$ cat src/rtl/sram_port_arbiter.sv
// sram_port_arbiter: shares one SRAM-like port (req/addr_ok/data_ok) between
// instruction fetch (I) and the data port (D). Address phases are arbitrated,
// a started handshake keeps its grant until accepted, and an in-order owner
// FIFO steers each returning data_ok to the master that issued the request.
// Optional feature: define ARB_ROUND_ROBIN_EN for round-robin arbitration on
// conflicts. Without it, D has fixed priority over I.
module sram_port_arbiter #(
    parameter int OUTSTANDING = 4,
    parameter int OID_W       = 1
) (
    input  logic                           clk,
    input  logic                           resetn,
    input  logic                           i_req,
    input  logic                           i_wr,
    input  logic [1:0]                     i_size,
    input  logic [3:0]                     i_wstrb,
    input  logic [31:0]                    i_addr,
    input  logic [31:0]                    i_wdata,
    output logic                           i_addr_ok,
    output logic                           i_data_ok,
    output logic [31:0]                    i_rdata,
    input  logic                           d_req,
    input  logic                           d_wr,
    input  logic [1:0]                     d_size,
    input  logic [3:0]                     d_wstrb,
    input  logic [31:0]                    d_addr,
    input  logic [31:0]                    d_wdata,
    output logic                           d_addr_ok,
    output logic                           d_data_ok,
    output logic [31:0]                    d_rdata,
    output logic                           s_req,
    output logic                           s_wr,
    output logic [1:0]                     s_size,
    output logic [3:0]                     s_wstrb,
    output logic [31:0]                    s_addr,
    output logic [31:0]                    s_wdata,
    input  logic                           s_addr_ok,
    input  logic                           s_data_ok,
    input  logic [31:0]                    s_rdata,
    output logic [$clog2(OUTSTANDING):0]   outstanding_cnt
);

    localparam int PW = $clog2(OUTSTANDING);
    localparam int CW = PW + 1;
    localparam logic [OID_W-1:0] OID_I = '0;
    localparam logic [OID_W-1:0] OID_D = OID_W'(1);

    // Lock state: once a request is presented but not yet accepted, the
    // selection is frozen on that master so the slave sees stable fields.
    typedef enum logic [1:0] {
        UNLOCKED = 2'd0,
        LOCK_I   = 2'd1,
        LOCK_D   = 2'd2
    } lock_e;

    lock_e            lock_q;
    lock_e            lock_d;

    logic [OID_W-1:0] owner_q [OUTSTANDING];
    logic [PW-1:0]    wrPtr_q;
    logic [PW-1:0]    wrPtr_d;
    logic [PW-1:0]    rdPtr_q;
    logic [PW-1:0]    rdPtr_d;
    logic [CW-1:0]    cnt_q;
    logic [CW-1:0]    cnt_d;

    logic             grantD;
    logic             selReq;
    logic             full;
    logic             sReqInt;
    logic             push;
    logic             pop;
    logic [OID_W-1:0] headOwner;
    logic [OID_W-1:0] grantOwner;

`ifdef ARB_ROUND_ROBIN_EN
    // Preferred master on a conflict: 1 means D wins, 0 means I wins.
    logic             prioD_q;
    logic             prioD_d;

    // After every accepted address phase the other master gets preference.
    always_comb begin
        prioD_d = prioD_q;
        if (push) begin
            prioD_d = ~grantD;
        end
    end

    // Preference register, starting with D preferred out of reset.
    always_ff @(posedge clk or negedge resetn) begin
        if (!resetn) begin
            prioD_q <= 1'b1;
        end else begin
            prioD_q <= prioD_d;
        end
    end
`endif

    // Choose which master drives the slave port this cycle. An idle port
    // defaults to D so the slave fields follow the data master.
    always_comb begin
        grantD = 1'b1;
        case (lock_q)
            LOCK_I:  grantD = 1'b0;
            LOCK_D:  grantD = 1'b1;
            default: begin
`ifdef ARB_ROUND_ROBIN_EN
                if (d_req && i_req) begin
                    grantD = prioD_q;
                end else begin
                    grantD = d_req || !i_req;
                end
`else
                grantD = d_req || !i_req;
`endif
            end
        endcase
    end

    assign selReq     = grantD ? d_req : i_req;
    assign full       = (cnt_q == CW'(OUTSTANDING));
    assign sReqInt    = selReq && !full && resetn;
    assign push       = sReqInt && s_addr_ok;
    assign pop        = s_data_ok && resetn && (cnt_q != '0);
    assign headOwner  = owner_q[rdPtr_q];
    assign grantOwner = grantD ? OID_D : OID_I;

    assign s_req      = sReqInt;
    assign s_wr       = grantD ? d_wr    : i_wr;
    assign s_size     = grantD ? d_size  : i_size;
    assign s_wstrb    = grantD ? d_wstrb : i_wstrb;
    assign s_addr     = grantD ? d_addr  : i_addr;
    assign s_wdata    = grantD ? d_wdata : i_wdata;

    assign i_addr_ok  = push && !grantD;
    assign d_addr_ok  = push && grantD;

    assign i_data_ok  = pop && (headOwner == OID_I);
    assign d_data_ok  = pop && (headOwner == OID_D);
    assign i_rdata    = s_rdata;
    assign d_rdata    = s_rdata;

    assign outstanding_cnt = cnt_q;

    // Lock tracking: a pending unaccepted request locks the grant; acceptance
    // unlocks it; a locked master dropping its request leaves the lock intact.
    always_comb begin
        lock_d = lock_q;
        if (sReqInt) begin
            if (s_addr_ok) begin
                lock_d = UNLOCKED;
            end else if (grantD) begin
                lock_d = LOCK_D;
            end else begin
                lock_d = LOCK_I;
            end
        end
    end

    // Owner FIFO pointers and occupancy. A push and a pop in the same cycle
    // leave the count unchanged; a fresh push is never the entry being popped
    // because pop only looks at the pre-existing head.
    always_comb begin
        wrPtr_d = wrPtr_q;
        rdPtr_d = rdPtr_q;
        cnt_d   = cnt_q;
        if (push) begin
            wrPtr_d = wrPtr_q + PW'(1);
        end
        if (pop) begin
            rdPtr_d = rdPtr_q + PW'(1);
        end
        case ({push, pop})
            2'b10:   cnt_d = cnt_q + CW'(1);
            2'b01:   cnt_d = cnt_q - CW'(1);
            default: cnt_d = cnt_q;
        endcase
    end

    // Control registers: lock state, FIFO pointers and in-flight count.
    always_ff @(posedge clk or negedge resetn) begin
        if (!resetn) begin
            lock_q  <= UNLOCKED;
            wrPtr_q <= '0;
            rdPtr_q <= '0;
            cnt_q   <= '0;
        end else begin
            lock_q  <= lock_d;
            wrPtr_q <= wrPtr_d;
            rdPtr_q <= rdPtr_d;
            cnt_q   <= cnt_d;
        end
    end

    // Owner storage; contents only matter while the count says they are live.
    always_ff @(posedge clk) begin
        if (push) begin
            owner_q[wrPtr_q] <= grantOwner;
        end
    end

endmodule
$ cat config.mk
export PLATFORM = sky130hd
export DESIGN_NAME = sram_port_arbiter
export DESIGN_NICKNAME = d
export VERILOG_FILES = /design/src/rtl/sram_port_arbiter.sv
export SDC_FILE = /design/constraint.sdc
export NUM_CORES = 1
export LEC_CHECK = 0
export CAP_MARGIN = 20
export CORE_AREA = 2 2 124 126
export DETAILED_ROUTE_END_ITERATION = 6
export DIE_AREA = 0 0 126 128
export GPL_TIMING_DRIVEN = 0
export PLACE_DENSITY = 0.6
export SETUP_SLACK_MARGIN = 0.3
export SYNTH_ARGS = -nofsm -noshare
export SYNTH_HDL_FRONTEND = slang
export SYNTH_SLANG_ARGS = --single-unit
$ cat constraint.sdc
create_clock -name clk -period 2.95 [get_ports clk]
set_input_delay 0.4425 -clock clk [delete_from_list [all_inputs] [get_ports clk]]
set_output_delay 0.4425 -clock clk [all_outputs]
set_load 0.05 [all_outputs]
[Word level (Yosys, flattened, before mapping)]
Memory sizes are Yosys's and may differ from the RTL's.
Index checks and enable logic that the tools add are counted.
Operators by class
  mux-type cells: 13
  eq/ne operators: 5
  bitwise logic cells: 1
  add/sub/neg operators: 4
  reductions and logical operators: 15
Operators by type and width (count)
  32-bit 2-to-1 mux: 2
  1-bit logical AND: 9
  2-bit 2-to-1 mux: 3
  3-bit one-hot mux with 2 select lines: 1
  1-bit 2-to-1 mux: 5
  2-bit by 1-bit adder with 2-bit output, second input constant: 2
  2-bit by 1-bit equality test with 1-bit output, second input constant: 2
  2-bit equality test, second input constant: 2
  4-bit 2-to-1 mux: 1
  3-bit by 1-bit adder with 3-bit output, second input constant: 1
  3-bit equality test, second input constant: 1
  1-bit logical NOT: 3
  3-bit nonzero test: 1
  3-bit by 1-bit subtractor with 3-bit output, second input constant: 1
  1-bit one-hot mux with 2 select lines: 1
  2-bit nonzero test: 1
  1-bit logical OR: 1
  1-bit inverter: 1
Word-level totals
  bits in writable memories: 4
  input bits: 180
  memories: 1
  register bits after elaboration: 9
  output and inout bits: 143
  logic and storage cells: 43
Memory list
  owner_q: depth 4, width 1, read ports 1, clocked after memory_dff 0, wr ports 1, RTL line 59  | logic [OID_W-1:0] owner_q [OUTSTANDING];

[Logic depth before layout (Yosys ltp)]
  depth in word-level cells: 9
  mapped depth: 12
  depth with buffers taken out: 12

[Worst setup path after synthesis]
No wires, ideal clock.
  path type: register to register
  from: register cnt_q[2], in the netlist outstanding_cnt[2]
  to: register cnt_q[2], in the netlist outstanding_cnt[2]
  stages on the path, launching flop included: 11
  library setup time: 0.082 ns
  path slack: 0.505 ns
  arrival time: 2.363 ns
  path buffers: 0
  clock period less this slack: 2.445 ns
  cell sequence: dfrtp_1 or3b_4 o2111ai_4 nor2_4 inv_2 ha_1 inv_1 fa_1 xor2_1 nor2_1 xor2_1
Between the ends
  word-level cells in the longest chain between the ends: 7
  elaborated cells on any way between the ends: 13
  classes of those cells: 2 x add/sub; 3 x eq/ne; 1 x mux; 7 x reduce/logical
RTL lines
  start, declared: RTL line 64  | logic [CW-1:0] cnt_q;
  start signal, assigned: RTL line 191  | cnt_q <= cnt_d;
  3-bit equality test: RTL line 121  | assign full = (cnt_q == CW'(OUTSTANDING));
  1-bit logical NOT: RTL line 122  | assign sReqInt = selReq && !full && resetn;
  1-bit logical AND (2 in a row): RTL line 122
  1-bit logical AND: RTL line 123  | assign push = sReqInt && s_addr_ok;
  2-bit by 1-bit equality test with 1-bit output or 2-bit equality test (tied branches): RTL line 173  | case ({push, pop})
  3-bit one-hot mux with 2 select lines or 2-bit nonzero test (tied branches)
Several ways; a longest one is shown, not always the timed one.
A chain may end at the register's enable or synchronous reset.

[Worst setup path in the final report]
  from: input port i_req
  to: output port s_addr[23]
Between the ends
  word-level cells in the longest chain between the ends: 4
RTL lines
  start, declared: RTL line 13  | input logic i_req,
  1-bit logical NOT: RTL line 114  | grantD = d_req || !i_req;
  1-bit logical OR: RTL line 114
  1-bit one-hot mux with 2 select lines: RTL line 103  | case (lock_q)
  32-bit 2-to-1 mux: RTL line 132  | assign s_addr = grantD ? d_addr : i_addr;
  end, declared: RTL line 35  | output logic [31:0] s_addr,
Every way passes these cells.

==> flow_summary.yaml <==
pwr:
  ir_worst_vdd_mv: 0.603
  p_total_w: 0.00655
  leakagePower_nw: 2.58
  p_per_area_nw_per_um2: 1290
clocking:
  clk_path_buf_depth: 2
  clk_pin_slew_ps: 40
  hold_buffers: 0
  cts_buffers: 3
  clk-insertion-delay-late_ps: 240
  cts_tree: "yes"
  root_buffer: "clkbuf_16"
  clkSinkCount: 13
  htreeDepth: 1
drt:
  first_pass_iters: 4
  antenna_left: 0
  route.detailed.drc: 0
  post_drt_wl_per_cell_um: 13.2
  drt_iter0_markers: 145
  detailroute.via_count: 3071
  drt_wl_total_mm: 11.1
  drt-vias-per-instance: 3.66
timing:
  fin_crit_sh: 0.869
  hold_violations: 0
  worst_pin_slew_ps: 573
  max-slew-margin-rel: 0.617
  rsz0062_at_grt: "yes"
  whs_ps: 189
  slew_violations: 0
  clock_skew_ps: 0.766
  finalCriticalPeriod_ps: 2560
  setup_viol: 0
  final.setup.tns_ps: 0
  max_freq_mhz: 390
global_route:
  grt_overflow: 0
  track_usage: 0.122
  antenna_found_initial: 0
  grt_max_degree: 14
  grt_pass1_wl_mm: 16.0
  grt_pass1_vias: 2920
critical_path:
  cp.required_ps: 2510
  slowest_stage: "clkdlybuf4s50_1"
  r2r-start: "lock_q[1]"
  crit_start: "i_req"
  crit_path_start_kind: "input pin"
  crit_path_max_incr_delay_ps: 540
  path_cells: "clkdlybuf4s50_1 > nand3b_1 > o21ai_2 > buf_6 > clkbuf_4 > nand2_1 > nand2_1 > clkdlybuf4s18_2"
  critPathArrivalTime_ps: 2120
  path_common_cell: "nand2_1"
  crit_fanout: 10
  crit_path_end_kind: "output port"
  worstSetupPathType: "in2out"
floorplanning:
  core_sq_um: 14900
  die_w_um: 126
  dieArea_sq_um: 16100
  rows: 45
  die-height_um: 128
  start_util: 0.141
  ios: 323
synth:
  avgSynthCellArea_sq_um: 5.89
  synthCells: 355
  synth_edf_count: 4
  synth-main-ff-cell: "dfrtp_1"
  ys_seq_elements: 13
  synthesis.nets: 542
  synth_cell_types: 28
  yosysSeqAreaShare: 0.165
  syn_area_sq_um: 2090
  synthArstFlopShare: 0.692
  ys_warn_count: 0
placement:
  routabilityCongestion: 0.745
  dp.cells: 833
  io_buffer_count: 290
  place_hpwl_mm: 9.59
finish:
  areaGrowthSynthToFinish_pct: 142
  stdcell_count: 840
  multiInputGateArea_sq_um: 1160
  final_util: 0.341
  fin_nets: 840
  drive_gt1_frac: 0.256
  regArea_sq_um: 345
  nFillCells: 1667
  antenna_cells: 0
hold_path:
  hp-class: "in2async"
flow_run:
  cap_violations: 0
run_status:
  outcome: "finished, final reports clean"
synthesized netlist by cell type (all sizes together), types with 2 or more instances:
library cell	number	share of area
xnor2	4	0.017
ha	6	0.036
nand2	215	0.39
o21ai	3	0.0072
nor2	5	0.013
inv	11	0.022
buf	71	0.25
edfxtp	4	0.057
or3b	2	0.0096
and3	4	0.012
dfrtp	9	0.11
clkbuf	8	0.014
nand3	2	0.0048
xor2	2	0.0084
critical path, delay by kind of cell:
kind | cells | cell delay (ps)
buf+inv | 4 | 1320
simple gates | 3 | 240
compound gates | 1 | 100
per-layer routing:
metal | wire, um | track usage | vias to the layer above
met5 | 0 | 0 | -
met4 | 30 | 0.00970 | 0
met3 | 867 | 0.0225 | 4
met2 | 5480 | 0.214 | 155
met1 | 4760 | 0.163 | 1304
li1 | - | - | 1608
stage by stage:
stage / setup slack [ps] / cell area (sq um)
2_1_floorplan: 505 / 2090
3_3_place_gp: -460 / 5230
3_5_place_dp: -443 / 5230
4_1_cts: 238 / 5190
5_1_grt: 245 / 5070
6_report: 386 / 5070
flip-flops by register name (all words and copies together), names as in the netlist:
register,cells
lock_q,2
outstanding_cnt,3
owner_q,4
rdPtr_q,2
wrPtr_q,2
report_power, final:
group / leakage [nW] / internal (W) / switching (W)
clock: 0.0382 / 0.000182 / 0.0000724
combinational: 2.39 / 0.00158 / 0.00438
sequential: 0.144 / 0.000272 / 0.0000637
logic make-up after synthesis:
family                     count (synthesis)  synth area share
AOI/OAI and AO/OA                          7            0.0347
adders and majority gates                  7            0.0455
buffers and inverters                     90             0.283
xor gates and xnor gates                   6            0.0251
DFF                                       13             0.165
and+or+nand+nor                          230             0.431
muxes                                      2            0.0155
what timing repair did:
item	in CTS	in global routing
setup buffers	3	0
cloned	0	0
endpoints found under the setup margin	76	63
gates resized for setup	303	60
final timing paths:
kind	slack (ps)	to	cells after the start
worst min-delay path	190	outstanding_cnt[2]	1
min in group clk	490	lock_q[1]	2
worst max-delay path	390	s_addr[23]	8
worst max register to register	450	outstanding_cnt[2]	11
max in group asynchronous	2520	wrPtr_q[1]	1
worst min register to register	490	lock_q[1]	2
cells in the final DEF (no fill, tap or decap), types with 3 or more instances in the layout:
cell type / netlist / layout
nand2_1: 215 / 215
clkdlybuf4s50_1: 0 / 214
buf_4: 64 / 70
buf_2: 7 / 54
clkbuf_2: 0 / 14
dfrtp_1: 9 / 9
inv_1: 8 / 8
clkbuf_4: 0 / 7
ha_1: 6 / 6
clkdlybuf4s18_2: 0 / 5
and3_1: 4 / 4
nor2_1: 4 / 4
xnor2_1: 4 / 4
edfxtp_1: 4 / 4
clkbuf_16: 0 / 3
clkdlybuf4s15_2: 0 / 3
layout make-up:
type,count,area share
inverters,11,0.00913
flip-flops and latches,13,0.0681
multi-input cells,252,0.229
repair buffers,293,0.519
well taps,188,0.0464
clock buffers,4,0.0155
plain buffers,79,0.114
(Power assumes the default switching activity.)
